$ cat config.mk
export PLATFORM = sky130hd
export DESIGN_NAME = hypercorex_inst_loop_fetch
export DESIGN_NICKNAME = d
export VERILOG_FILES = /design/src/rtl/hypercorex_inst_loop_pkg.sv /design/src/rtl/hypercorex_inst_mem.sv /design/src/rtl/hypercorex_inst_loop_fetch.sv
export SDC_FILE = /design/constraint.sdc
export NUM_CORES = 2
export LEC_CHECK = 0
export ABC_CLOCK_PERIOD_IN_PS = 8900
export BUFFER_PORTS_ARGS = -buffer_cell sky130_fd_sc_hd__clkbuf_2
export CORE_AREA = 2 2 383 385
export DETAILED_ROUTE_END_ITERATION = 10
export DIE_AREA = 0 0 385 387
export PLACE_DENSITY = 0.77
export SYNTH_ARGS = -nofsm -noshare
export SYNTH_HDL_FRONTEND = slang
export SYNTH_SLANG_ARGS = --single-unit
$ cat constraint.sdc
create_clock -name clk_i -period 8.9 [get_ports clk_i]
set_input_delay 2.67 -clock clk_i [delete_from_list [all_inputs] [get_ports clk_i]]
set_output_delay 2.67 -clock clk_i [all_outputs]
set_load 0.01 [all_outputs]
$ cat src/rtl/hypercorex_inst_loop_pkg.sv
// Shared types, default sizing and loop helpers for the hypercorex loop fetch unit.
package hypercorex_inst_loop_pkg;

    localparam int unsigned DefaultInstWidth    = 32;
    localparam int unsigned DefaultInstDepth    = 64;
    localparam int unsigned DefaultNumLoops     = 3;
    localparam int unsigned DefaultLoopCntWidth = 10;

    typedef enum logic [1:0] {
        ST_IDLE = 2'd0,
        ST_RUN  = 2'd1,
        ST_DONE = 2'd2
    } loop_fetch_state_e;

    // Index of the final iteration; a programmed count of 0 runs the body once.
    function automatic logic [31:0] loop_last_iter(input logic [31:0] count);
        return (count == '0) ? '0 : count - 32'd1;
    endfunction

endpackage

$ cat src/rtl/hypercorex_inst_mem.sv
// Instruction store: flop array with a single write port and combinational read.
module hypercorex_inst_mem
    import hypercorex_inst_loop_pkg::*;
#(
    parameter int unsigned InstWidth = DefaultInstWidth,
    parameter int unsigned InstDepth = DefaultInstDepth,
    localparam int unsigned AddrWidth = $clog2(InstDepth)
) (
    input  logic                 clk_i,
    input  logic                 wr_en_i,
    input  logic [AddrWidth-1:0] wr_addr_i,
    input  logic [InstWidth-1:0] wr_data_i,
    input  logic [AddrWidth-1:0] rd_addr_i,
    output logic [InstWidth-1:0] rd_data_o
);

    logic [InstWidth-1:0] mem [InstDepth];

    always_ff @(posedge clk_i) begin
        if (wr_en_i) begin
            mem[wr_addr_i] <= wr_data_i;
        end
    end

    assign rd_data_o = mem[rd_addr_i];

endmodule

$ cat src/rtl/hypercorex_inst_loop_fetch.sv
// Instruction fetch sequencer with nested hardware loops and a valid/ready issue port.
module hypercorex_inst_loop_fetch
    import hypercorex_inst_loop_pkg::*;
#(
    parameter int unsigned InstWidth    = DefaultInstWidth,
    parameter int unsigned InstDepth    = DefaultInstDepth,
    parameter int unsigned NumLoops     = DefaultNumLoops,
    parameter int unsigned LoopCntWidth = DefaultLoopCntWidth,
    localparam int unsigned AddrWidth   = $clog2(InstDepth),
    localparam int unsigned ModeWidth   = $clog2(NumLoops + 1)
) (
    input  logic                             clk_i,
    input  logic                             rst_i,
    input  logic                             enable_i,
    input  logic                             clr_i,
    input  logic                             inst_wr_en_i,
    input  logic [AddrWidth-1:0]             inst_wr_addr_i,
    input  logic [InstWidth-1:0]             inst_wr_data_i,
    input  logic [ModeWidth-1:0]             loop_mode_i,
    input  logic [NumLoops*AddrWidth-1:0]    loop_start_addr_i,
    input  logic [NumLoops*AddrWidth-1:0]    loop_end_addr_i,
    input  logic [NumLoops*LoopCntWidth-1:0] loop_count_i,
    input  logic [AddrWidth-1:0]             prog_end_addr_i,
    output logic [InstWidth-1:0]             inst_code_o,
    output logic                             inst_valid_o,
    input  logic                             inst_ready_i,
    output logic [AddrWidth-1:0]             inst_pc_o,
    output logic                             busy_o,
    output logic                             program_done_o
);

    loop_fetch_state_e state;

    logic [NumLoops-1:0][LoopCntWidth-1:0] cnt;
    logic [NumLoops-1:0][LoopCntWidth-1:0] cnt_next;
    logic [AddrWidth-1:0]                  next_pc;
    logic                                  jump;
    logic [AddrWidth-1:0]                  rd_addr;
    logic [InstWidth-1:0]                  rd_data;
    logic                                  xfer;

    assign xfer    = inst_valid_o & inst_ready_i;
    assign rd_addr = (state == ST_RUN) ? next_pc : '0;
    assign busy_o         = (state == ST_RUN);
    assign program_done_o = (state == ST_DONE);

    hypercorex_inst_mem #(
        .InstWidth (InstWidth),
        .InstDepth (InstDepth)
    ) u_inst_mem (
        .clk_i     (clk_i),
        .wr_en_i   (inst_wr_en_i && (state != ST_RUN)),
        .wr_addr_i (inst_wr_addr_i),
        .wr_data_i (inst_wr_data_i),
        .rd_addr_i (rd_addr),
        .rd_data_o (rd_data)
    );

    // Innermost-first scan: exhausted levels reset and defer to the next outer level.
    always_comb begin
        jump     = 1'b0;
        cnt_next = cnt;
        next_pc  = (inst_pc_o == AddrWidth'(InstDepth - 1)) ? '0 : inst_pc_o + AddrWidth'(1);
        for (int unsigned k = 0; k < NumLoops; k++) begin
            if (!jump && (k < 32'(loop_mode_i)) &&
                (loop_end_addr_i[k*AddrWidth +: AddrWidth] == inst_pc_o)) begin
                if (32'(cnt[k]) < loop_last_iter(32'(loop_count_i[k*LoopCntWidth +: LoopCntWidth]))) begin
                    cnt_next[k] = cnt[k] + LoopCntWidth'(1);
                    next_pc     = loop_start_addr_i[k*AddrWidth +: AddrWidth];
                    jump        = 1'b1;
                end else begin
                    cnt_next[k] = '0;
                end
            end
        end
    end

    always_ff @(posedge clk_i or posedge rst_i) begin
        if (rst_i) begin
            state        <= ST_IDLE;
            cnt          <= '0;
            inst_code_o  <= '0;
            inst_pc_o    <= '0;
            inst_valid_o <= 1'b0;
        end else if (clr_i) begin
            state        <= ST_IDLE;
            cnt          <= '0;
            inst_code_o  <= '0;
            inst_pc_o    <= '0;
            inst_valid_o <= 1'b0;
        end else begin
            case (state)
                ST_IDLE: begin
                    if (enable_i) begin
                        state        <= ST_RUN;
                        cnt          <= '0;
                        inst_code_o  <= rd_data;
                        inst_pc_o    <= '0;
                        inst_valid_o <= 1'b1;
                    end
                end
                ST_RUN: begin
                    if (xfer) begin
                        cnt <= cnt_next;
                        if (!jump && (inst_pc_o == prog_end_addr_i)) begin
                            state        <= ST_DONE;
                            inst_valid_o <= 1'b0;
                        end else begin
                            inst_pc_o   <= next_pc;
                            inst_code_o <= rd_data;
                        end
                    end
                end
                ST_DONE: begin
                    if (!enable_i) begin
                        state       <= ST_IDLE;
                        cnt         <= '0;
                        inst_code_o <= '0;
                        inst_pc_o   <= '0;
                    end
                end
                default: begin
                    state        <= ST_IDLE;
                    inst_valid_o <= 1'b0;
                end
            endcase
        end
    end

endmodule

==> impl_metrics.py <==
metrics = {
    "drt": {
        "postRouteAntennaNets": 0,
        "drc": 0,
        "num_vias": 60085,
        "drt-wirelength-per-cell_microns": 31.8,
        "via_per_inst": 6.87,
        "wl_microns": 278000,
        "firstDrtPassIters": 7,
        "drtIter0Drc": 11401,
    },
    "place": {
        "routabilityCongestion": 0.919,
        "dp_hpwl_microns": 157000,
        "portBuffers": 158,
    },
    "setup_path": {
        "reg2reg_depth": 14,
        "cp-start-kind": "primary input",
        "worstPathMaxFanout": 26,
        "worstSetupEndpointType": "register",
        "crit_end": "inst_code_o[16]",
        "r2r_slack_ns": 3.14,
        "worstSetupPathType": "primary input to register",
        "arrival_ns": 8.99,
        "rr_endpoint": "inst_code_o[16]",
        "worstPathRequired_ns": 9.59,
        "crit_start": "loop_count_i[20]",
        "r2r-start": "inst_pc_o[1]",
    },
    "die": {
        "dieHeight_microns": 387,
        "start_util_pct": 59.5,
        "ios": 159,
        "rows": 140,
        "core_area_sq_mm": 0.145,
        "die-area_sq_mm": 0.149,
        "die_w_microns": 385,
    },
    "power_and_ir_drop": {
        "peakVddDrop_mv": 0.207,
        "powerDensity_mw_per_mm2": 215,
        "power.leakage_nw": 33.7,
    },
    "global_routing": {
        "antenna_found_initial": 18,
        "grt_usage_pct": 36.8,
        "grt-ovfl-total": 0,
        "met2_usage_pct": 53.2,
        "use_met1_pct": 49.1,
        "use_met3_pct": 12.0,
        "grt_pass1_vias": 56822,
        "grt.busiest_layer": "met2",
        "grt_max_degree": 96,
        "grt_first_pass_wirelength_microns": 392000,
    },
    "sta": {
        "timing.setup.tns_ns": 0,
        "final_hold_viol_count": 0,
        "period_minus_slack_ns": 8.30,
        "clock-skew-final_ns": 0.0694,
        "fmax_ghz": 0.120,
        "slew_violations": 0,
        "worst_pin_slew_ns": 1.49,
        "finalSetupViolations": 0,
        "slew_headroom_pct": 0.732,
        "period_share_pct": 93.3,
        "rsz0062_at_grt": "no",
    },
    "logic_synthesis": {
        "synthesis.area_sq_mm": 0.0862,
        "synth_top_area_cell": "edfxtp_1",
        "ys_seq_elements": 2119,
        "synth-seq-area-share_pct": 73.4,
        "ys_types": 95,
        "synth_cells": 6381,
        "synth_edf_count": 2048,
        "avgSynthCellArea_sq_um": 13.5,
        "synthFlopType": "edfxtp_1",
        "synth_nets": 6535,
        "synthTopCellsByCount": "2048 x edfxtp_1, 1675 x nand2_1, 751 x nand3_1",
        "synthTopCellsByArea": "edfxtp_1 71%, nand2_1 7.3%, nand3_1 4.4%",
        "synth.most_common_cell": "edfxtp_1",
        "async_flop_share_pct": 3.35,
        "yosysWarnings": 0,
        "synth_top_area_share_pct": 71.4,
    },
    "final_layout": {
        "utilization_pct": 67.3,
        "drive_gt1_share_pct": 12.6,
        "nFillCells": 9472,
        "fin_nets": 6796,
        "areaGrowthSynthToFinish_pct": 13.1,
    },
    "cts": {
        "cts.sinks": 2119,
        "postCtsSetupRepairBufs": 0,
        "cts_max_path_buffers": 3,
        "cts_buffers": 200,
        "cts_tree": "built",
        "clk_pin_slew_worst_paths_ns": 0.06,
        "htreeDepth": 4,
        "clk_latency_ns": 0.85,
        "ctsRootBufferMaster": "clkbuf_16",
        "post_cts_resized": 0,
        "cts-hold-fix-buffers": 0,
    },
    "run_status": {
        "violations": "capacitance limit",
        "outcome": "finished with violations",
    },
    "worst_hold_path": {
        "min_path_type": "register to register",
        "holdPathStages": 1,
    },
    "run": {
        "drv_cap": 1,
    },
}
## sequential cells by signal, indices dropped and copies added, names as in the netlist
register	flops
u_inst_mem.mem	2048
inst_code_o	32
cnt	30
inst_pc_o	6
state	2
inst_valid_o	1
## report_power, final
group / internal (mW) / switching [mW] / leakage, nW / total [mW]
Sequential: 11.0 / 0.0420 / 19.4 / 11.0
Clock: 4.76 / 3.77 / 3.20 / 8.54
Combinational: 0.421 / 0.997 / 11.1 / 1.42
Total: 16.2 / 4.81 / 33.7 / 21.0
## layout make-up
cell class | count | area (sq um) | area share (%)
clock buffer | 281 | 5600 | 5.75
inverter | 22 | 85.1 | 0.0873
clock inverter | 92 | 973 | 0.999
tap | 1917 | 2400 | 2.46
antenna | 14 | 35.0 | 0.0359
multi-input combinational | 3858 | 21400 | 22.0
timing repair buffer | 441 | 3690 | 3.79
sequential | 2119 | 63300 | 64.9
## kinds of logic (layout without fill, tap and decap cells)
group	Yosys count	after routing	share of synthesized area (%)
AND/OR/NAND/NOR	2824	2824	14.2
flip-flops	2119	2119	73.4
AO/OA/AOI/OAI	654	654	5.48
buffers and inverters	404	836	2.45
multiplexers	288	288	3.35
XOR/XNOR	56	56	0.569
adder cells (fa/ha/maj)	36	36	0.523
other	0	14	0
## worst min-delay path by stage
stage,from,endpoint,slack [ns]
floorplan,state[1],state[0],0.45
global placement,state[1],state[0],0.46
detailed placement,state[1],state[0],0.48
CTS,state[1],state[0],0.49
global route,state[1],state[0],0.51
finish,state[1],state[0],0.49
## metrics by stage
stage               hold WS, ns  setup WS, ns  std cells  total power [mW]  cell area [sq um]
finish                    0.493         0.599       8744              21.0              97500
global route              0.508         0.431       8737              21.4              97500
CTS                       0.493         0.793       8730              20.9              97400
detailed placement        0.482       -0.0183       8357              12.6              90900
global placement          0.458        0.0346       8357              12.6              90900
floorplan                 0.450          1.81       6381              12.0              86200
## routing by layer
layer	vias to the layer above	part of all wire, %
li1	24395	-
met1	28942	33
met2	5582	43
met3	1152	17
met4	14	6.7
met5	-	0.031
## cells in the final DEF (no fill, tap or decap), types with 68 or more instances in the layout
cell       Yosys  final
edfxtp_1    2048   2048
nand2_1     1675   1673
nand3_1      751    751
mux2i_1      284    284
buf_4         46    221
clkbuf_16      0    201
a21oi_1      159    158
clkbuf_2       0    158
a31oi_1       95     95
nor2_1       141     76
dfrtp_1       71     71
nand4_1       68     68
## critical path, cell delays in order
cell and delay (ns):
clkbuf_2 0.13, nor3_1 0.30, or3b_2 0.52, nor3_1 0.19, xor2_1 0.19, nand2_1 0.08
ha_1 0.32, nand2_1 0.06, a211oi_1 0.16, o21ai_0 0.35, nand3_1 0.33, a211oi_2 0.07
buf_4 0.20, o31ai_4 1.11, buf_4 0.54, mux2i_1 0.23, a221oi_1 0.15, a32oi_1 0.24
a31oi_1 0.13, nor3_1 0.83, o21ai_1 0.15
Note: power is estimated with default switching activity, not from simulation.
